$ cat config.mk
export PLATFORM = sky130hd
export DESIGN_NAME = stream_fifo
export DESIGN_NICKNAME = d
export VERILOG_FILES = /design/src/rtl/stream_fifo_pkg.sv /design/src/rtl/rw_port_ram.sv /design/src/rtl/stream_fifo_outbuf.sv /design/src/rtl/stream_fifo.sv
export SDC_FILE = /design/constraint.sdc
export NUM_CORES = 1
export LEC_CHECK = 0
export ABC_AREA = 0
export CORE_MARGIN = 1.5
export CORE_UTILIZATION = 60
export CTS_BUF_LIST = sky130_fd_sc_hd__clkbuf_4 sky130_fd_sc_hd__clkbuf_8 sky130_fd_sc_hd__clkbuf_16
export CTS_CLUSTER_DIAMETER = 200
export DETAILED_ROUTE_END_ITERATION = 16
export PLACE_DENSITY = 0.9
export SYNTH_ARGS = -nofsm -noshare
export SYNTH_HDL_FRONTEND = slang
export SYNTH_SLANG_ARGS = --single-unit
$ cat constraint.sdc
create_clock -name clk -period 3.3 [get_ports clk]
set_input_delay 0.825 -clock clk [delete_from_list [all_inputs] [get_ports clk]]
set_output_delay 0.825 -clock clk [all_outputs]
set_load 0.01 [all_outputs]
$ cat src/rtl/stream_fifo_pkg.sv
// Shared constants and width helpers for stream_fifo.
// Pure compile-time content: no latency, no flow control.
package stream_fifo_pkg;

  localparam int BUF_DEPTH = 2;

  function automatic int ptr_width(input int addr_width);
    return addr_width + 1;
  endfunction

  function automatic int cnt_width(input int addr_width);
    return addr_width + 2;
  endfunction

endpackage

$ cat src/rtl/rw_port_ram.sv
// Simple dual-port RAM: one write port, one registered read port.
// Read data is valid one edge after the read is issued; no flow control.
module rw_port_ram #(
  parameter int DATA_WIDTH = 8,
  parameter int ADDR_WIDTH = 4,
  parameter     RAM_TYPE   = "auto"
) (
  input  logic                  clk,
  input  logic                  wr_en,
  input  logic [ADDR_WIDTH-1:0] wr_addr,
  input  logic [DATA_WIDTH-1:0] wr_data,
  input  logic                  rd_en,
  input  logic [ADDR_WIDTH-1:0] rd_addr,
  output logic [DATA_WIDTH-1:0] rd_data
);

  localparam int DEPTH = 1 << ADDR_WIDTH;

  logic [DATA_WIDTH-1:0] r_mem [DEPTH];
  logic [DATA_WIDTH-1:0] r_rd_data;

  always_ff @(posedge clk) begin
    if (wr_en) r_mem[wr_addr] <= wr_data;
  end

  // Register-file builds read every cycle; RAM macros only on request.
  generate
    if (RAM_TYPE == "registers") begin : g_free_run
      always_ff @(posedge clk) r_rd_data <= r_mem[rd_addr];
    end else begin : g_gated
      always_ff @(posedge clk) begin
        if (rd_en) r_rd_data <= r_mem[rd_addr];
      end
    end
  endgenerate

  assign rd_data = r_rd_data;

endmodule

$ cat src/rtl/stream_fifo_outbuf.sv
// 2-entry in-order output queue; head is registered, load and pop may coincide.
// Caller must not load when full without popping; flush wins over load/pop.
module stream_fifo_outbuf import stream_fifo_pkg::*; #(
  parameter int DATA_WIDTH = 8
) (
  input  logic                  clk,
  input  logic                  reset_n,
  input  logic                  load,
  input  logic [DATA_WIDTH-1:0] load_data,
  input  logic                  pop,
  input  logic                  flush,
  output logic [1:0]            occ,
  output logic                  head_valid,
  output logic [DATA_WIDTH-1:0] head_data
);

  logic [DATA_WIDTH-1:0] r_data [BUF_DEPTH];
  logic [1:0]            r_occ;
  logic                  w_pop;

  assign w_pop = pop && (r_occ != 2'd0);

  always_ff @(posedge clk or negedge reset_n) begin
    if (!reset_n) begin
      r_occ     <= 2'd0;
      r_data[0] <= '0;
      r_data[1] <= '0;
    end else if (flush) begin
      r_occ     <= 2'd0;
      r_data[0] <= '0;
      r_data[1] <= '0;
    end else begin
      case ({load, w_pop})
        2'b01: begin
          r_data[0] <= r_data[1];
          r_occ     <= r_occ - 2'd1;
        end
        2'b10: begin
          if (r_occ == 2'd0) r_data[0] <= load_data;
          else               r_data[1] <= load_data;
          r_occ <= r_occ + 2'd1;
        end
        2'b11: begin
          // Occupancy is unchanged; the new word lands behind whatever remains.
          if (r_occ == 2'd1) begin
            r_data[0] <= load_data;
          end else begin
            r_data[0] <= r_data[1];
            r_data[1] <= load_data;
          end
        end
        default: ;
      endcase
    end
  end

  assign occ        = r_occ;
  assign head_valid = (r_occ != 2'd0);
  assign head_data  = r_data[0];

endmodule

$ cat src/rtl/stream_fifo.sv
// Valid/ready FIFO: RAM storage + 2-entry output buffer, DEPTH+2 words, 1 word/cycle.
// Push-to-m_valid latency 2 edges; s_ready tracks RAM full only. STREAM_FIFO_COUNT_EN adds count.
module stream_fifo import stream_fifo_pkg::*; #(
  parameter int DATA_WIDTH = 8,
  parameter int ADDR_WIDTH = 4,
  parameter     RAM_TYPE   = "auto"
) (
  input  logic                  clk,
  input  logic                  reset_n,
  input  logic                  clear,
  input  logic [DATA_WIDTH-1:0] s_data,
  input  logic                  s_valid,
  output logic                  s_ready,
  output logic [DATA_WIDTH-1:0] m_data,
  output logic                  m_valid,
  input  logic                  m_ready
`ifdef STREAM_FIFO_COUNT_EN
  ,
  output logic [ADDR_WIDTH+1:0] count
`endif
);

  localparam int PW = ptr_width(ADDR_WIDTH);

  logic [PW-1:0]         r_wr_ptr;
  logic [PW-1:0]         r_rd_ptr;
  logic                  r_rd_pending;
  logic                  r_s_ready;
  logic [PW-1:0]         w_wr_ptr_nxt;
  logic [PW-1:0]         w_rd_ptr_nxt;
  logic                  w_full_nxt;
  logic                  w_ram_empty;
  logic                  w_push;
  logic                  w_pop;
  logic                  w_fetch;
  logic [1:0]            w_occ;
  logic                  w_head_valid;
  logic [DATA_WIDTH-1:0] w_head_data;
  logic [DATA_WIDTH-1:0] w_ram_rd_data;

  assign w_push      = s_valid && r_s_ready;
  assign w_pop       = w_head_valid && m_ready;
  assign w_ram_empty = (r_wr_ptr == r_rd_ptr);
  // Fetch only if the word will still have a buffer slot when it lands.
  assign w_fetch     = !w_ram_empty &&
                       (({1'b0, w_occ} + {2'b00, r_rd_pending}) < (3'd2 + {2'b00, w_pop}));

  always_comb begin
    w_wr_ptr_nxt = r_wr_ptr;
    w_rd_ptr_nxt = r_rd_ptr;
    if (clear) begin
      w_wr_ptr_nxt = '0;
      w_rd_ptr_nxt = '0;
    end else begin
      if (w_push)  w_wr_ptr_nxt = r_wr_ptr + PW'(1);
      if (w_fetch) w_rd_ptr_nxt = r_rd_ptr + PW'(1);
    end
  end

  assign w_full_nxt = (w_wr_ptr_nxt[PW-1] != w_rd_ptr_nxt[PW-1]) &&
                      (w_wr_ptr_nxt[PW-2:0] == w_rd_ptr_nxt[PW-2:0]);

  always_ff @(posedge clk or negedge reset_n) begin
    if (!reset_n) begin
      r_wr_ptr     <= '0;
      r_rd_ptr     <= '0;
      r_rd_pending <= 1'b0;
      r_s_ready    <= 1'b0;
    end else begin
      r_wr_ptr     <= w_wr_ptr_nxt;
      r_rd_ptr     <= w_rd_ptr_nxt;
      r_rd_pending <= w_fetch && !clear;
      r_s_ready    <= !w_full_nxt;
    end
  end

  rw_port_ram #(
    .DATA_WIDTH (DATA_WIDTH),
    .ADDR_WIDTH (ADDR_WIDTH),
    .RAM_TYPE   (RAM_TYPE)
  ) u_ram (
    .clk     (clk),
    .wr_en   (w_push && !clear),
    .wr_addr (r_wr_ptr[ADDR_WIDTH-1:0]),
    .wr_data (s_data),
    .rd_en   (w_fetch && !clear),
    .rd_addr (r_rd_ptr[ADDR_WIDTH-1:0]),
    .rd_data (w_ram_rd_data)
  );

  stream_fifo_outbuf #(
    .DATA_WIDTH (DATA_WIDTH)
  ) u_outbuf (
    .clk        (clk),
    .reset_n    (reset_n),
    .load       (r_rd_pending),
    .load_data  (w_ram_rd_data),
    .pop        (w_pop),
    .flush      (clear),
    .occ        (w_occ),
    .head_valid (w_head_valid),
    .head_data  (w_head_data)
  );

  assign s_ready = r_s_ready;
  assign m_valid = w_head_valid;
  assign m_data  = w_head_data;

`ifdef STREAM_FIFO_COUNT_EN
  localparam int CW = cnt_width(ADDR_WIDTH);

  logic [CW-1:0] r_count;

  always_ff @(posedge clk or negedge reset_n) begin
    if (!reset_n) begin
      r_count <= '0;
    end else if (clear) begin
      r_count <= '0;
    end else begin
      case ({w_push, w_pop})
        2'b10:   r_count <= r_count + CW'(1);
        2'b01:   r_count <= r_count - CW'(1);
        default: ;
      endcase
    end
  end

  assign count = r_count;
`endif

endmodule

==> results of run 1 <==
## worst max-delay path by stage
stage	startpoint	end	slack, ns	cells after the start
finish	u_outbuf.occ[0]	m_valid	0.66	4
global route	m_ready	s_ready	0.56	7
CTS	u_outbuf.occ[0]	m_valid	0.64	4
detailed placement	m_ready	s_ready	0.40	7
global placement	m_ready	s_ready	0.51	7
floorplan	s_valid	u_ram.r_mem[3][0]	0.80	4
## synthesized netlist by cell type (all sizes together)
cell    number
nand2b       1
a311oi       1
a21oi        2
and2        13
nor2        22
o211ai       1
and3         1
nor2b        2
o21a         2
nand3        2
clkbuf       9
xnor2        6
xor2        10
and3b        1
a211oi       4
dfrtp       30
xor3         1
o21ai       11
ha           9
edfxtp     136
nand2       18
xnor3        1
nor3         5
or2          1
buf         18
mux2i       17
nor3b        1
nand4        4
mux4        40
nor4         4
inv          8
## registers in the layout (all words and copies together) (netlist names)
name                flops
u_ram.r_mem           128
u_outbuf.head_data      8
u_outbuf.r_data         8
u_ram.rd_data           8
r_rd_ptr                5
r_wr_ptr                5
u_outbuf.occ            2
r_rd_pending            1
s_ready                 1
## critical path, stage by stage (launching register included)
cell             delay (ns)
dfrtp_1                0.43
inv_1                  0.06
ha_1                   0.26
inv_1                  0.11
clkdlybuf4s50_1        0.54
## cell usage in the layout, fill, tap and decap left out, types with 2 or more instances in the layout
cell	instances
edfxtp_1	136
mux4_2	40
dfrtp_1	29
nor2_1	22
clkdlybuf4s50_1	22
clkbuf_16	20
nand2_1	18
mux2i_1	17
and2_1	13
xor2_1	10
o21ai_0	10
ha_1	9
buf_4	9
inv_1	8
xnor2_1	6
nor3_1	5
nand4_1	4
a211oi_1	3
clkbuf_4	3
inv_6	3
clkinvlp_4	3
a21oi_1	2
nand3_1	2
o21a_1	2
nor4_1	2
nor2b_1	2
clkbuf_8	2
## cell families after synthesis
logic type | after synthesis
adder cells (fa/ha/maj) | 9
XOR/XNOR | 18
buffers and inverters | 35
multiplexers | 57
AND/OR/NAND/NOR | 75
flip-flops | 166
AO/OA/AOI/OAI | 21
## through the flow
step	hold WS [ns]	instances
after global placement	0.4606	529
after global routing	0.4995	561
after CTS	0.4851	561
final	0.4774	561
after floorplan	0.4510	381
after detailed placement	0.4708	529
## layout make-up
class,instances,area (um^2)
clock buffers,25,550.5
repair buffers,32,307.8
multi-input cells,180,1891
flip-flops and latches,166,4836
clock inverters,7,53.80
well taps,143,178.9
fillers,680,3473
inverters,8,30.03
## routing by layer
layer  track usage, %  vias up  share of wire (%)
met3            7.525       19                7.0
met5                0        -                  0
met4            8.333        0                1.3
li1                 -     1511                  -
met2            39.77      165                 52
met1            33.06     1783                 40
## power groups by stage
| stage | Sequential (mW) | Combinational, mW | Clock, mW |
|---|---|---|---|
| 2_1_floorplan | 2.48 | 0.917 | 0 |
| 3_3_place_gp | 2.56 | 1.09 | 0 |
| 3_5_place_dp | 2.57 | 1.13 | 0 |
| 4_1_cts | 2.53 | 1.18 | 1.98 |
| 5_1_grt | 2.55 | 1.26 | 2.07 |
| 6_report | 2.53 | 1.17 | 1.96 |
==> impl_metrics.json, run 1 <==
{
  "status": "completed",
  "p_sw_mw": 1.499,
  "final-setup-viol-count": 0,
  "r2r-end": "s_ready",
  "cts_root_buffer": "clkbuf_16",
  "htreeDepth": 4,
  "clock-sinks": 166,
  "drc": 0,
  "wl_per_cell_um": 24.02,
  "grt_max_degree": 33,
  "setup_ws_ns": 0.6571,
  "syn_area_um2": 6909,
  "grt_usage_pct": 24.87,
  "synth_xor_xnor_area_share_pct": 2.698,
  "grt_pass1_vias": 3542,
  "synth-compound-area-share_pct": 1.956,
  "postSynthCellCount": 381,
  "clock_latency_ns": 0.43,
  "crit_path_end_kind": "output port",
  "die_area_um2": 12170,
  "die_w_um": 110.3,
  "finalCriticalPeriod_ns": 2.643,
  "pwr-share-comb_pct": 20.7,
  "hold_buffers": 0,
  "cts_tree": "yes",
  "finalWirelength_um": 13480,
  "viasPerCell": 6.200,
  "ff2ff_path_depth": 7,
  "post-cts-setup-buffer-count": 0,
  "skew_ns": 0.007370,
  "r2r_slack_ns": 0.87,
  "numCtsBuffers": 17,
  "pwr-share-seq_pct": 44.7,
  "clockPowerShare_pct": 34.6,
  "synth_cell_type_count": 38,
  "required_ns": 2.47,
  "synth_area_leaders": "edfxtp_1, mux4_2, dfrtp_1, mux2i_1, ha_1",
  "max_cap_violations": 0,
  "ys_seq_area_share_pct": 69.97,
  "synth_top_family_by_area": "multiplexers",
  "dp_hpwl_um": 7984,
  "ios": 23,
  "finalCritPeriodShare_pct": 80.09,
  "rsz0062_at_grt": "no",
  "synth.ff_latch_count": 166,
  "path_clk_slew_ns": 0.06,
  "whs_path_depth": 2,
  "cp-start-kind": "flip-flop",
  "synthMuxAreaShare_pct": 15.50,
  "yosys_warnings": 0,
  "vias": 3478,
  "cellPowerDensity_nw_per_um2": 722.0,
  "whs_endpoint": "u_outbuf.head_data[6]",
  "worst_slew_pin_slew_ns": 0.6272,
  "synthSimpleGateAreaFrac_pct": 5.578,
  "synth_nets": 403,
  "fin_setup_tns_ns": 0,
  "num-nets-final": 427,
  "clockBufferDepth": 2,
  "slew_headroom_pct": 58.06,
  "holdCritStartpoint": "u_outbuf.head_data[6]",
  "hp-class": "reg -> reg",
  "start_util_pct": 61.03,
  "worstPathArrival_ns": 1.82,
  "dpl-instance-area_um2": 7243,
  "critPathKind": "reg -> out",
  "finalPower_mw": 5.666,
  "p_int_mw": 4.167,
  "row_count": 39,
  "hold_viol_final": 0,
  "cts_resized": 0,
  "synth_top_area_share_pct": 59.11,
  "grt-ovfl-total": 0,
  "first_pass_iters": 6,
  "area_growth_pct": 13.58,
  "fp.dieH_um": 110.3,
  "yosys.area.top_type": "edfxtp_1",
  "cp_max_fo": 4,
  "antennaDiodeCount": 0,
  "grt_pass1_wl_um": 20590,
  "worstReg2RegStart": "r_rd_pending",
  "design_area_um2": 7848,
  "port_buffers": 22,
  "detail_route.iter0.violations": 412,
  "drive_gt1_share_pct": 21.05,
  "ir_worst_vdd_v": 0.0004878,
  "coreArea_um2": 11320,
  "antenna_found_initial": 0,
  "synthAdderAreaFrac_pct": 1.630,
  "power.switching_fraction_pct": 26.46,
  "dp_slack_ns": 0.4036,
  "gp_congestion": 0.8105,
  "slew_viol_final": 0,
  "avgSynthCellArea_um2": 18.13,
  "final_util_pct": 69.32,
  "ant_nets": 0,
  "fmax_mhz": 378.4,
  "leakagePower_nw": 2.739
}
Power figures use the tool's default switching activity.
==> run 2: changes to the inputs <==
--- a/config.mk
+++ b/config.mk
@@ -7,11 +7,11 @@
 export LEC_CHECK = 0
 export ABC_AREA = 0
 export CORE_MARGIN = 1.5
-export CORE_UTILIZATION = 60
+export CORE_UTILIZATION = 55
 export CTS_BUF_LIST = sky130_fd_sc_hd__clkbuf_4 sky130_fd_sc_hd__clkbuf_8 sky130_fd_sc_hd__clkbuf_16
 export CTS_CLUSTER_DIAMETER = 200
 export DETAILED_ROUTE_END_ITERATION = 16
-export PLACE_DENSITY = 0.9
+export PLACE_DENSITY = 0.88
 export SYNTH_ARGS = -nofsm -noshare
 export SYNTH_HDL_FRONTEND = slang
 export SYNTH_SLANG_ARGS = --single-unit
==> constraint.sdc (replaced) <==
create_clock -name clk -period 2.4 [get_ports clk]
set_input_delay 0.6 -clock clk [delete_from_list [all_inputs] [get_ports clk]]
set_output_delay 0.6 -clock clk [all_outputs]
set_load 0.01 [all_outputs]
==> run 2 against run 1 <==
  * Utilization decreased by 1.2 points
  * Sequential power increased by 34%
  * Register-to-register slack got worse by 0.72 ns
  * Routed wire length decreased by 3.4%
  * Hold slack improved by 0.0025 ns
  * Combinational power increased by 53%
  * Setup slack got worse by 0.51 ns
  * Clock skew increased by 0.0054 ns
  * Critical endpoint is now s_ready
  * Largest power group unchanged
==> impl_metrics.json, run 2 (synthesized netlist as in run 1, its figures left out) <==
{
  "detail_route.iter0.violations": 341,
  "antenna_found_initial": 0,
  "largest_reg_flops": 128,
  "die_w_um": 115.1,
  "final_cell_mix": "edfxtp_1, mux4_2, dfrtp_1",
  "design_area_um2": 8252,
  "viasPerCell": 5.761,
  "worst_slew_pin_slew_ns": 0.5645,
  "clock_latency_ns": 0.42,
  "crit_path_end_kind": "flip-flop",
  "grt_pass1_wl_um": 20800,
  "coreArea_um2": 12110,
  "grt-ovfl-total": 0,
  "required_ns": 2.69,
  "start_util_pct": 57.05,
  "clockBufferDepth": 2,
  "hold_buffers": 0,
  "wl_per_cell_um": 21.32,
  "dpl-instance-area_um2": 7602,
  "finalCritPeriodShare_pct": 93.94,
  "slew_viol_final": 0,
  "largest_register": "u_ram.r_mem",
  "cts_tree": "yes",
  "fmax_mhz": 443.6,
  "clock-sinks": 166,
  "fp.dieH_um": 115.1,
  "path_clk_slew_ns": 0.06,
  "leakagePower_nw": 2.926,
  "ios": 23,
  "r2r_slack_ns": 0.15,
  "finalCriticalPeriod_ns": 2.255,
  "grt_pass1_vias": 3682,
  "finalWirelength_um": 13020,
  "cp_max_fo": 3,
  "grt_usage_pct": 22.05,
  "num-nets-final": 452,
  "area_growth_pct": 19.43,
  "max_cap_violations": 0,
  "status": "completed",
  "cp-start-kind": "flip-flop",
  "die_area_um2": 13240,
  "row_count": 40,
  "slew_headroom_pct": 62.25,
  "n_fill_cell": 767,
  "cellPowerDensity_nw_per_um2": 961.7,
  "grt_max_degree": 36,
  "dp_hpwl_um": 8478,
  "gp_congestion": 0.7892,
  "port_buffers": 22,
  "first_pass_iters": 4,
  "rsz0062_at_grt": "no",
  "finalPower_mw": 7.936,
  "htreeDepth": 4,
  "final_common_cell": "edfxtp_1",
  "critPathKind": "reg -> reg",
  "worstPathArrival_ns": 2.54,
  "hp-class": "reg -> reg",
  "vias": 3520,
  "ant_nets": 0,
  "cts_root_buffer": "clkbuf_16",
  "final-setup-viol-count": 0,
  "hold_viol_final": 0,
  "antennaDiodeCount": 0,
  "drive_gt1_share_pct": 25.96,
  "fin_setup_tns_ns": 0,
  "numCtsBuffers": 17,
  "ir_worst_vdd_v": 0.0007931,
  "skew_ns": 0.01273,
  "drc": 0
}
==> run 2: changes by cell type in the layout (fill, tap and decap cells not counted), sizes merged <==
cell	previous run	this run
buf	10	35
bufinv	0	1
clkbuf	25	22
clkdlybuf4s50	22	21
clkinv	1	4
clkinvlp	3	2
dlymetal6s2s	0	1
==> run 2: worst max-delay path: stages (launching register included) <==
cell	delay, ns
dfrtp_1	0.38
buf_4	0.14
ha_1	0.26
nor3b_1	0.25
o21ai_0	0.23
a211oi_2	0.32
xnor3_1	0.27
nor4_2	0.16
nand4_1	0.13
==> run 2: cell type report <==
class                   instances  area (um^2)  share of cell area (%)
inverters                       8        30.03                  0.3639
multi-input cells             180         1899                   23.02
clock buffers                  22        505.5                   6.126
flip-flops and latches        166         4836                   58.61
clock inverters                10        110.1                   1.334
well taps                     168        210.2                   2.547
repair buffers                 57        660.6                   8.006
==> run 2: metal layers <==
| metal | wire length (um) | global-route usage (%) | share of wire [%] | up-vias |
|---|---|---|---|---|
| met2 | 6789 | 36.79 | 52 | 110 |
| met4 | 162 | 7.819 | 1.2 | 0 |
| met5 | 0 | 0 | 0 | - |
| li1 | - | - | - | 1568 |
| met1 | 5467 | 29.39 | 42 | 1831 |
| met3 | 605 | 4.428 | 4.6 | 11 |
==> run 2: final timing paths <==
path / endpoint / startpoint / cells after the start
worst max-delay path: s_ready / u_outbuf.occ[0] / 8
worst min-delay path: u_outbuf.head_data[6] / u_outbuf.head_data[6] / 2
worst max register to register: s_ready / u_outbuf.occ[0] / 8
worst min register to register: u_outbuf.head_data[6] / u_outbuf.head_data[6] / 2
max in group asynchronous: r_rd_ptr[0] / reset_n / 2
min in group asynchronous: r_wr_ptr[3] / reset_n / 2
==> run 2: power breakdown <==
part           internal (mW)  total [mW]  switching [mW]
logic                  0.917        1.79           0.874
registers               3.30        3.40           0.103
clock network           1.62        2.74            1.12
total                   5.84        7.94            2.10
==> run 2: stage by stage <==
step / worst slack (ns) / utilization [%] / hold slack, ns / std cells
global placement: -0.05393 / 62.77 / 0.4610 / 576
global route: 0.004179 / 68.13 / 0.5059 / 611
floorplan: 0.1222 / - / 0.3044 / 381
detailed placement: -0.2156 / 62.77 / 0.4709 / 576
CTS: 0.04905 / 68.04 / 0.4847 / 611
finish: 0.1455 / 68.13 / 0.4800 / 611
==> run 2: repair_timing <==
| action | in CTS | in global routing |
|---|---|---|
| setup buffers | 3 | 0 |
| gates resized for setup | 0 | 3 |
| setup endpoints to repair | 1 | 2 |
